$ cat src/rtl/rv32i_pkg.sv
// Shared RV32I encodings for the MEM stage: load/store funct3 values and FSM states.
// Latency: none (declarations only).
// Backpressure: n/a.
package rv32i_pkg;

    // funct3 encodings for loads and stores.
    // Stores use only the B/H/W values.
    localparam logic [2:0] F3_B  = 3'b000;
    localparam logic [2:0] F3_H  = 3'b001;
    localparam logic [2:0] F3_W  = 3'b010;
    localparam logic [2:0] F3_BU = 3'b100;
    localparam logic [2:0] F3_HU = 3'b101;

    // Memory access FSM.
    typedef enum logic {
        ST_RUN  = 1'b0,
        ST_WAIT = 1'b1
    } mem_state_e;

endpackage

$ cat src/rtl/mem_align.sv
// Byte-lane steering: store lane/strobe generation and load extraction with sign/zero extension.
// Latency: purely combinational.
// Backpressure: none; the caller decides when the outputs are used.
// Ports: funct3_i/addr_lo_i select size and lane; rs2_i is store data and rdata_i the read word;
//        wdata_o/wstrb_o are the store lanes and load_data_o the extended load result.
module mem_align
    import rv32i_pkg::*;
(
    input  logic [2:0]  funct3_i,
    input  logic [1:0]  addr_lo_i,
    input  logic [31:0] rs2_i,
    input  logic [31:0] rdata_i,
    output logic [31:0] wdata_o,
    output logic [3:0]  wstrb_o,
    output logic [31:0] load_data_o
);

    logic [7:0]  byte_sel;
    logic [15:0] half_sel;

    // Store lanes: data is replicated so the strobe alone picks the lane.
    always_comb begin
        wdata_o = rs2_i;
        wstrb_o = 4'b1111;
        case (funct3_i)
            F3_B: begin
                wdata_o = {4{rs2_i[7:0]}};
                wstrb_o = 4'b0001 << addr_lo_i;
            end
            F3_H: begin
                wdata_o = {2{rs2_i[15:0]}};
                wstrb_o = addr_lo_i[1] ? 4'b1100 : 4'b0011;
            end
            default: begin
                wdata_o = rs2_i;
                wstrb_o = 4'b1111;
            end
        endcase
    end

    always_comb begin
        byte_sel = rdata_i[7:0];
        case (addr_lo_i)
            2'd0: byte_sel = rdata_i[7:0];
            2'd1: byte_sel = rdata_i[15:8];
            2'd2: byte_sel = rdata_i[23:16];
            2'd3: byte_sel = rdata_i[31:24];
            default: byte_sel = rdata_i[7:0];
        endcase
    end

    assign half_sel = addr_lo_i[1] ? rdata_i[31:16] : rdata_i[15:0];

    always_comb begin
        load_data_o = rdata_i;
        case (funct3_i)
            F3_B:    load_data_o = {{24{byte_sel[7]}}, byte_sel};
            F3_BU:   load_data_o = {24'd0, byte_sel};
            F3_H:    load_data_o = {{16{half_sel[15]}}, half_sel};
            F3_HU:   load_data_o = {16'd0, half_sel};
            default: load_data_o = rdata_i;
        endcase
    end

endmodule

$ cat src/rtl/mem_stage.sv
// RV32I MEM stage: EX/MEM register, data-memory access FSM with timeout, MEM/WB register, EX forwarding source.
// Latency: ALU op reaches WB two edges after leaving EX; a load adds one cycle per dmem_ready-low cycle.
// Backpressure: stall holds EX/MEM and upstream while an access waits; aborted after MAX_WAIT cycles.
// Ports: ex_* from EX; stall to upstream; dmem_* memory port (req/ready handshake);
//        fwd_* forwarding source for EX; wb_* MEM/WB register; misalign_err/timeout_err pulse with dropped WB slot.
module mem_stage
    import rv32i_pkg::*;
#(
    parameter int MAX_WAIT = 16
) (
    input  logic        clk,
    input  logic        rst_n,
    input  logic        ex_valid,
    input  logic [31:0] ex_res,
    input  logic [31:0] ex_reg1,
    input  logic [4:0]  ex_rd,
    input  logic        ex_reg_write,
    input  logic        ex_mem_read,
    input  logic        ex_mem_write,
    input  logic [2:0]  ex_funct3,
    output logic        stall,
    output logic        dmem_req,
    output logic        dmem_we,
    output logic [31:0] dmem_addr,
    output logic [31:0] dmem_wdata,
    output logic [3:0]  dmem_wstrb,
    input  logic [31:0] dmem_rdata,
    input  logic        dmem_ready,
    output logic        fwd_we,
    output logic [4:0]  fwd_rd,
    output logic [31:0] fwd_data,
    output logic        wb_valid,
    output logic        wb_reg_write,
    output logic [4:0]  wb_rd,
    output logic [31:0] wb_data,
    output logic        misalign_err,
    output logic        timeout_err
);

    localparam int CNT_W = $clog2(MAX_WAIT + 1);
    localparam logic [CNT_W-1:0] CNT_LAST = CNT_W'(MAX_WAIT - 1);

    // EX/MEM register
    logic        valid_q;
    logic [31:0] res_q;
    logic [31:0] rs2_q;
    logic [4:0]  rd_q;
    logic        reg_write_q;
    logic        mem_read_q;
    logic        mem_write_q;
    logic [2:0]  funct3_q;

    // FSM
    mem_state_e       state_q, state_d;
    logic [CNT_W-1:0] cnt_q, cnt_d;

    // MEM/WB register
    logic        wb_valid_q, wb_valid_d;
    logic        wb_reg_write_q, wb_reg_write_d;
    logic [4:0]  wb_rd_q, wb_rd_d;
    logic [31:0] wb_data_q, wb_data_d;
    logic        misalign_q, misalign_d;
    logic        timeout_q, timeout_d;

    logic        is_load, is_store, is_mem, legal, fault, mem_op;
    logic        abort;
    logic [31:0] st_wdata, ld_data;
    logic [3:0]  st_wstrb;

    // Access decode. A slot with both read and write set is treated as a load.
    assign is_load  = valid_q & mem_read_q;
    assign is_store = valid_q & mem_write_q & ~mem_read_q;
    assign is_mem   = is_load | is_store;

    always_comb begin
        legal = 1'b0;
        case (funct3_q)
            F3_B:         legal = 1'b1;
            F3_BU:        legal = is_load;
            F3_H:         legal = ~res_q[0];
            F3_HU:        legal = is_load & ~res_q[0];
            F3_W:         legal = (res_q[1:0] == 2'b00);
            default:      legal = 1'b0;
        endcase
    end

    assign fault  = is_mem & ~legal;
    assign mem_op = is_mem & legal;

    mem_align u_align (
        .funct3_i    (funct3_q),
        .addr_lo_i   (res_q[1:0]),
        .rs2_i       (rs2_q),
        .rdata_i     (dmem_rdata),
        .wdata_o     (st_wdata),
        .wstrb_o     (st_wstrb),
        .load_data_o (ld_data)
    );

    // FSM state register
    always_ff @(posedge clk) begin
        if (!rst_n) begin
            state_q <= ST_RUN;
            cnt_q   <= '0;
        end else begin
            state_q <= state_d;
            cnt_q   <= cnt_d;
        end
    end

    // FSM next state
    always_comb begin
        state_d = state_q;
        cnt_d   = cnt_q;
        case (state_q)
            ST_RUN: begin
                if (mem_op && !dmem_ready) begin
                    state_d = ST_WAIT;
                    cnt_d   = CNT_W'(1);
                end
            end
            ST_WAIT: begin
                if (dmem_ready || cnt_q == CNT_LAST) begin
                    state_d = ST_RUN;
                    cnt_d   = '0;
                end else begin
                    cnt_d = cnt_q + CNT_W'(1);
                end
            end
            default: begin
                state_d = ST_RUN;
                cnt_d   = '0;
            end
        endcase
    end

    // FSM outputs. The EX/MEM slot is held in WAIT, so mem_op stays true there.
    always_comb begin
        stall    = 1'b0;
        dmem_req = 1'b0;
        abort    = 1'b0;
        case (state_q)
            ST_RUN: begin
                dmem_req = mem_op;
                stall    = mem_op & ~dmem_ready;
            end
            ST_WAIT: begin
                dmem_req = 1'b1;
                stall    = ~dmem_ready & (cnt_q != CNT_LAST);
                abort    = ~dmem_ready & (cnt_q == CNT_LAST);
            end
            default: ;
        endcase
    end

    assign dmem_we    = dmem_req & is_store;
    assign dmem_addr  = {res_q[31:2], 2'b00};
    assign dmem_wdata = dmem_we ? st_wdata : 32'd0;
    assign dmem_wstrb = dmem_we ? st_wstrb : 4'd0;

    // EX/MEM register: held while stalled.
    always_ff @(posedge clk) begin
        if (!rst_n) begin
            valid_q     <= 1'b0;
            res_q       <= '0;
            rs2_q       <= '0;
            rd_q        <= '0;
            reg_write_q <= 1'b0;
            mem_read_q  <= 1'b0;
            mem_write_q <= 1'b0;
            funct3_q    <= '0;
        end else if (!stall) begin
            valid_q     <= ex_valid;
            res_q       <= ex_res;
            rs2_q       <= ex_reg1;
            rd_q        <= ex_rd;
            reg_write_q <= ex_reg_write;
            mem_read_q  <= ex_mem_read;
            mem_write_q <= ex_mem_write;
            funct3_q    <= ex_funct3;
        end
    end

    // MEM/WB next value: bubble while stalled, on fault, or on abort.
    always_comb begin
        wb_valid_d     = valid_q & ~stall & ~fault & ~abort;
        wb_reg_write_d = reg_write_q & wb_valid_d;
        wb_rd_d        = rd_q;
        wb_data_d      = is_load ? ld_data : res_q;
        misalign_d     = fault;
        timeout_d      = abort;
    end

    always_ff @(posedge clk) begin
        if (!rst_n) begin
            wb_valid_q     <= 1'b0;
            wb_reg_write_q <= 1'b0;
            wb_rd_q        <= '0;
            wb_data_q      <= '0;
            misalign_q     <= 1'b0;
            timeout_q      <= 1'b0;
        end else begin
            wb_valid_q     <= wb_valid_d;
            wb_reg_write_q <= wb_reg_write_d;
            wb_rd_q        <= wb_rd_d;
            wb_data_q      <= wb_data_d;
            misalign_q     <= misalign_d;
            timeout_q      <= timeout_d;
        end
    end

    assign wb_valid     = wb_valid_q;
    assign wb_reg_write = wb_reg_write_q;
    assign wb_rd        = wb_rd_q;
    assign wb_data      = wb_data_q;
    assign misalign_err = misalign_q;
    assign timeout_err  = timeout_q;

    // Loads are not forwardable from MEM; their data only exists at WB.
    assign fwd_we   = valid_q & reg_write_q & ~mem_read_q;
    assign fwd_rd   = rd_q;
    assign fwd_data = res_q;

endmodule

$ cat config.mk
export PLATFORM = sky130hd
export DESIGN_NAME = mem_stage
export DESIGN_NICKNAME = d
export VERILOG_FILES = /design/src/rtl/rv32i_pkg.sv /design/src/rtl/mem_align.sv /design/src/rtl/mem_stage.sv
export SDC_FILE = /design/constraint.sdc
export NUM_CORES = 1
export LEC_CHECK = 0
export ABC_AREA = 1
export CORE_ASPECT_RATIO = 0.6
export CORE_MARGIN = 5
export CORE_UTILIZATION = 43
export DETAILED_ROUTE_END_ITERATION = 16
export HOLD_SLACK_MARGIN = 0.08
export PLACE_DENSITY_LB_ADDON = 0.3
export SLEW_MARGIN = 20
export SYNTH_ARGS = -nofsm -noshare
export SYNTH_HDL_FRONTEND = slang
export SYNTH_SLANG_ARGS = --single-unit
$ cat constraint.sdc
create_clock -name clk -period 2.4 [get_ports clk]
set_input_delay 0.36 -clock clk [delete_from_list [all_inputs] [get_ports clk]]
set_output_delay 0.36 -clock clk [all_outputs]
set_load 0.01 [all_outputs]
======== Yosys cells after proc, flatten, opt, wreduce, memory -nomap -nowiden ========
Cells that the tools add are included.
storage, ports and cells
  flip-flop bits (word level) ............. 123
  bits of input ports ..................... 111
  word-level logic and storage cells ...... 77
cells by class
  $add $sub $neg .......................... 1
  equal/unequal tests ..................... 10
  shift operators ......................... 1
  mux-type cells .......................... 19
  bitwise gates (word level) .............. 25
  reductions and logical operators ........ 5
operators by type and width
  cell                 count
  $pmux 32 s4          1
  $mux 32              2
  $pmux 32 s2          1
  $pmux 8 s4           1
  $and 1x1->1          16
  $mux 16              1
  $mux 5               2
  $pmux 5 s2           1
  $mux 4               2
  $not 1->1            8
  $pmux 4 s2           1
  $eq 3x3->1 const B   2
  $pmux 1 s2           3
  $add 5x1->5 const B  1
  $eq 5x4->1 const B   1
  $ne 5x4->1 const B   1
  $pmux 1 s5           1
  $eq 2x2->1 const B   2
  $shl 1x2->4 const A  1
  $eq 3x1->1 const B   1
  $eq 3x2->1 const B   1
  $logic_not 3->1      1
  $mux 1               3
  $eq 2x1->1 const B   1
  6 further kinds      6

======== Longest topological paths before layout ========
  depth in word-level cells ............... 11
  gate-level depth with buffers ........... 12
  depth with buffers taken out ............ 10

======== Cells and area by module ========
From an unflattened synthesis, not the netlist that was laid out.
second synthesis, totals
  cell total of the unflattened synthesis .. 1030
  area, all modules ....................... 6899.1 µm²
by module, submodules not included
  module     times used  cells an instance  area an instance (µm²)  sequential area each (µm²)
  mem_stage  1           759                5552.8                  2462.4
  mem_align  1           271                1346.3                  0.0

======== Least setup slack after synthesis ========
Ideal clock, no wire load.
  path type ............................... register -> output
  start point ............................. register funct3_q[0]
  end point ............................... output port dmem_wdata[12]
  arrival ................................. 1.517 ns
  slack ................................... 0.523 ns
  stages on the path, launching flop included .. 11
  buffers on the path ..................... 2
  cells stage by stage .................... dfxtp_1 buf_4 inv_2 nor2_1 nand3_1 nand3_1 nand2_1 nand2_1 nand2_1 buf_2 nor2_1
on the way
  longest elaborated chain between the ends .. 6
RTL lines
  what                                RTL line          text
  start, declared                     mem_stage.sv:51   logic [2:0] funct3_q;
  start signal, assigned              mem_stage.sv:180  funct3_q <= ex_funct3;
  $eq 3x2->1 (tied with other cells)  mem_stage.sv:77   case (funct3_q)
  $pmux 1 s5 *                        mem_stage.sv:77
  $and 1x1->1 *                       mem_stage.sv:88   assign mem_op = is_mem & legal;
  $pmux 1 s2 *                        mem_stage.sv:142  case (state_q)
  named net dmem_req                  mem_stage.sv:22   output logic dmem_req,
  $and 1x1->1 *                       mem_stage.sv:156  assign dmem_we = dmem_req & is_store;
  $mux 32 *                           mem_stage.sv:158  assign dmem_wdata = dmem_we ? st_wdata : 32'd0;
  end, declared                       mem_stage.sv:25   output logic [31:0] dmem_wdata,
Mark *: on every way through the listed nets, which the timed path passes. The rest lies on a longest branch.

======== Worst setup path after layout ========
  start point ............................. register funct3_q[0]
  end point ............................... output port dmem_wdata[28]
on the way
  longest elaborated chain between the ends .. 6
RTL lines
  what                                RTL line
  $eq 3x2->1 (tied with other cells)  mem_stage.sv:77
  $pmux 1 s5                          mem_stage.sv:77
  $and 1x1->1                         mem_stage.sv:88
  $pmux 1 s2                          mem_stage.sv:142
  $and 1x1->1                         mem_stage.sv:156
  $mux 32 *                           mem_stage.sv:158
Mark *: on every way between the ends. The rest lies on a longest branch, timed or not.

==> flow_summary_export.csv <==
group,metric,value,unit
routing,postRouteWirelength,21400,um
power,leakagePower,4.33,nW
min_path,hold_depth,3,
die,start_util,0.445,
logic_synthesis,netlist.area_leader.share,0.400,
setup_path,required,2040,ps
power,peakVddDrop,0.471,mV
logic_synthesis,synth_edf_count,0,
die,core_area,13800,sq um
job,drv_cap,0,
place,dp.final_hpwl,15900,um
setup_path,path_cells,"inv_2 -> nor2_4 -> inv_2 -> o21ai_4 -> buf_12 -> buf_12 -> buf_4 -> o21ai_0 -> nor2_1 -> clkbuf_2",
power,p_clk_frac,0.451,
cells_and_area,regArea,2480,sq um
logic_synthesis,postSynth.asyncResetShare,0,
setup_path,critPathKind,"flop to primary output",
logic_synthesis,ys_seq_area_frac,0.400,
die,num_rows,33,
setup_path,timing.critical_path.from,"funct3_q[0]$_SDFFE_PN0N_",
power,power_switching,1.66,mW
die,die_h,103,um
cells_and_area,nFillCells,1199,
cells_and_area,diodes,0,
sta,max_freq,426,MHz
power,seqPwrFrac,0.355,
setup_path,worst_setup_path_start_kind,"flop",
place,dp_cells,1368,
setup_path,crit_arrival,1990,ps
cts,cts_root_buffer,"clkbuf_16",
logic_synthesis,syn_avg_cell_area,6.31,sq um
routing,routed-via-count,6622,
cells_and_area,multi_input_comb_area,2770,sq um
sta,maxSlewViolCount,0,
place,gp_congestion,0.925,
setup_path,reg2reg_depth,12,
cts,clockBufferDepth,2,
cts,cts_buffers,17,
logic_synthesis,netlist_area,6150,sq um
setup_path,slowest_stage,"dfxtp_4",
setup_path,path_buf_inv,6,
logic_synthesis,synth_area_leaders,"dfxtp_1, nand2_1, nor2_1, inv_1, buf_4",
logic_synthesis,yosys_warnings,0,
global_route,grt_max_degree,64,
logic_synthesis,synth_seq_cells,123,
setup_path,slowest_delay,370,ps
routing,wire_per_inst,15.2,um
cells_and_area,drive_gt1_frac,0.107,
setup_path,worstPathMaxFanout,15,
setup_path,rr_startpoint,"cnt_q[0]$_SDFFE_PN0P_",
setup_path,end_kind,"primary output",
global_route,grt.total_usage,0.247,
routing,ant_nets,0,
run_status,status,"finished clean",
place,placed_cell_area,8740,sq um
cells_and_area,nets,1319,
cts,clkLatencyLatePin,400,ps
routing,via_per_inst,4.69,
cts,h-tree-depth,4,
logic_synthesis,yosys_most_used_dff,"dfxtp_1",
logic_synthesis,ys_types,26,
cells_and_area,layoutNonFillerInstCount,1411,
logic_synthesis,netlist.top_cell.by_area,"dfxtp_1",
cts,clk_pin_slew,50,ps
cts,clock-sinks,123,
power,comb_power_share,0.194,
global_route,grt_pass1_wl,32600,um
power,power_density,669,nW/um^2
sta,finalCritPeriodShare,0.977,
die,die-area,16900,sq um
die,fp.dieW,164,um
sta,rsz0062_at_grt,"yes",
logic_synthesis,synth_cells,975,
setup_path,cp.depth,10,
sta,skew,8.31,ps
logic_synthesis,synth_most_common_cell,"nand2_1",
global_route,overflow,0,
cells_and_area,design_area,9520,sq um
power,power.switching_fraction,0.260,
sta,setup_viol,0,
routing,drtPass1Iterations,5,
routing,drt-initial-drc-count,494,
routing,drc,0,
power,p_int,4.72,mW
setup_path,cp_top_family,"buffers and inverters",
place,port_buffers,258,
global_route,antenna_found_initial,0,
sta,finalHoldViolCount,0,
cells_and_area,syn_to_final_growth,54.8,%
logic_synthesis,synthTopCellsByCount,"nand2_1, nor2_1, dfxtp_1, inv_1, a21oi_1",
cts,cts_tree,"built",
sta,period_minus_slack,2350,ps
sta,worst_slew_pin_slew,747,ps
cells_and_area,fin_util,0.688,
min_path,hp-class,"input port to flop",
die,io_pins,261,
sta,slew-limit-headroom,0.502,
global_route,grt_pass1_vias,6062,
min_path,hold_path.startpoint,"rst_n",
-- sequential cells by signal, summed over array words and instances, names as in the netlist, 3 cells and up --
signal    cells
fwd_data     32
rs2_q        32
wb_data      32
cnt_q         5
fwd_rd        5
wb_rd         5
funct3_q      3
-- cells in the final DEF (no fill, tap or decap), drive strengths merged --
cell type      Yosys  routed
bufinv             0       5
clkdlybuf4s50      0     219
nor3               3       3
o211ai            10      10
clkbuf            20      40
a21oi             68      68
clkinvlp           0       1
dlygate4sd2        0       6
or2                3       3
buf               65      42
nand3             18      18
a31oi              2       2
nor2             212     212
xor2               1       1
a211oi             1       1
clkinv             2       6
inv              125     127
nand4              3       3
o21ai             63      63
conb               1       2
dfxtp            123     123
ha                 2       2
nand2            253     253
clkdlybuf4s15      0       9
-- layout make-up --
type | count | area share
multi-input cells | 641 | 0.291
repair buffers | 296 | 0.303
clock buffers | 20 | 0.0480
clock inverters | 12 | 0.0221
inverters | 127 | 0.0502
well taps | 192 | 0.0252
flip-flops and latches | 123 | 0.261
-- timing repair --
| item | CTS | global route |
|---|---|---|
| gates cloned | 2 | 1 |
| setup endpoints to repair | 38 | 38 |
| hold buffers | 0 | 0 |
| gates resized for setup | 79 | 58 |
| buffers inserted | 2 | 6 |
| pin swaps | 2 | 3 |
-- path summary, 6_finish.rpt --
check / endpoint / slack [ps]
hold reg to reg: wb_rd[3]$_SDFF_PN0_ / 440
hold / removal: funct3_q[1]$_SDFFE_PN0N_ / 230
setup / recovery: dmem_wdata[28] / 50
setup reg to reg: fwd_data[14]$_SDFFE_PN0N_ / 250
-- per-layer routing --
| layer | wire [um] | track usage |
|---|---|---|
| met5 | 0 | 0 |
| met4 | 334 | 0.0620 |
| met3 | 2110 | 0.0755 |
| met2 | 9040 | 0.355 |
| met1 | 9940 | 0.360 |
-- stage by stage --
stage / worst slack (ps) / hold slack [ps] / setup TNS, ps / power [mW]
after floorplan: 523 / 445 / 0 / 2.88
after global placement: 156 / 433 / 0 / 3.44
after detailed placement: 125 / 437 / 0 / 3.45
after CTS: -36.4 / 211 / -83.0 / 6.38
after global routing: -59.2 / 235 / -321 / 6.65
final: 54.9 / 230 / 0 / 6.37
-- kinds of logic (layout without fill, tap and decap cells) --
kind of cell	after synthesis	in the layout	synth area share
simple gates	492	492	0.309
other cells	1	2	0.000610
compound gates	144	144	0.122
xor+xnor	1	1	0.00142
flops	123	123	0.400
buf+inv	212	455	0.162
fa+ha+maj	2	2	0.00407
-- power groups by stage --
stage          clock [mW]  combinational [mW]  sequential (mW)
2_1_floorplan           0               0.554             2.32
3_3_place_gp            0                1.14             2.30
3_5_place_dp            0                1.15             2.30
4_1_cts              2.93                1.19             2.26
5_1_grt              3.02                1.35             2.28
6_report             2.88                1.23             2.26
-- worst reg2reg max path: cells and delay by family (launching register included) --
| family | cells | cell delay, ps |
|---|---|---|
| adders and majority gates | 2 | 390 |
| buffers and inverters | 2 | 620 |
| DFF | 1 | 330 |
| and+or+nand+nor | 8 | 700 |
No activity file was read; power rests on OpenSTA's default activity.
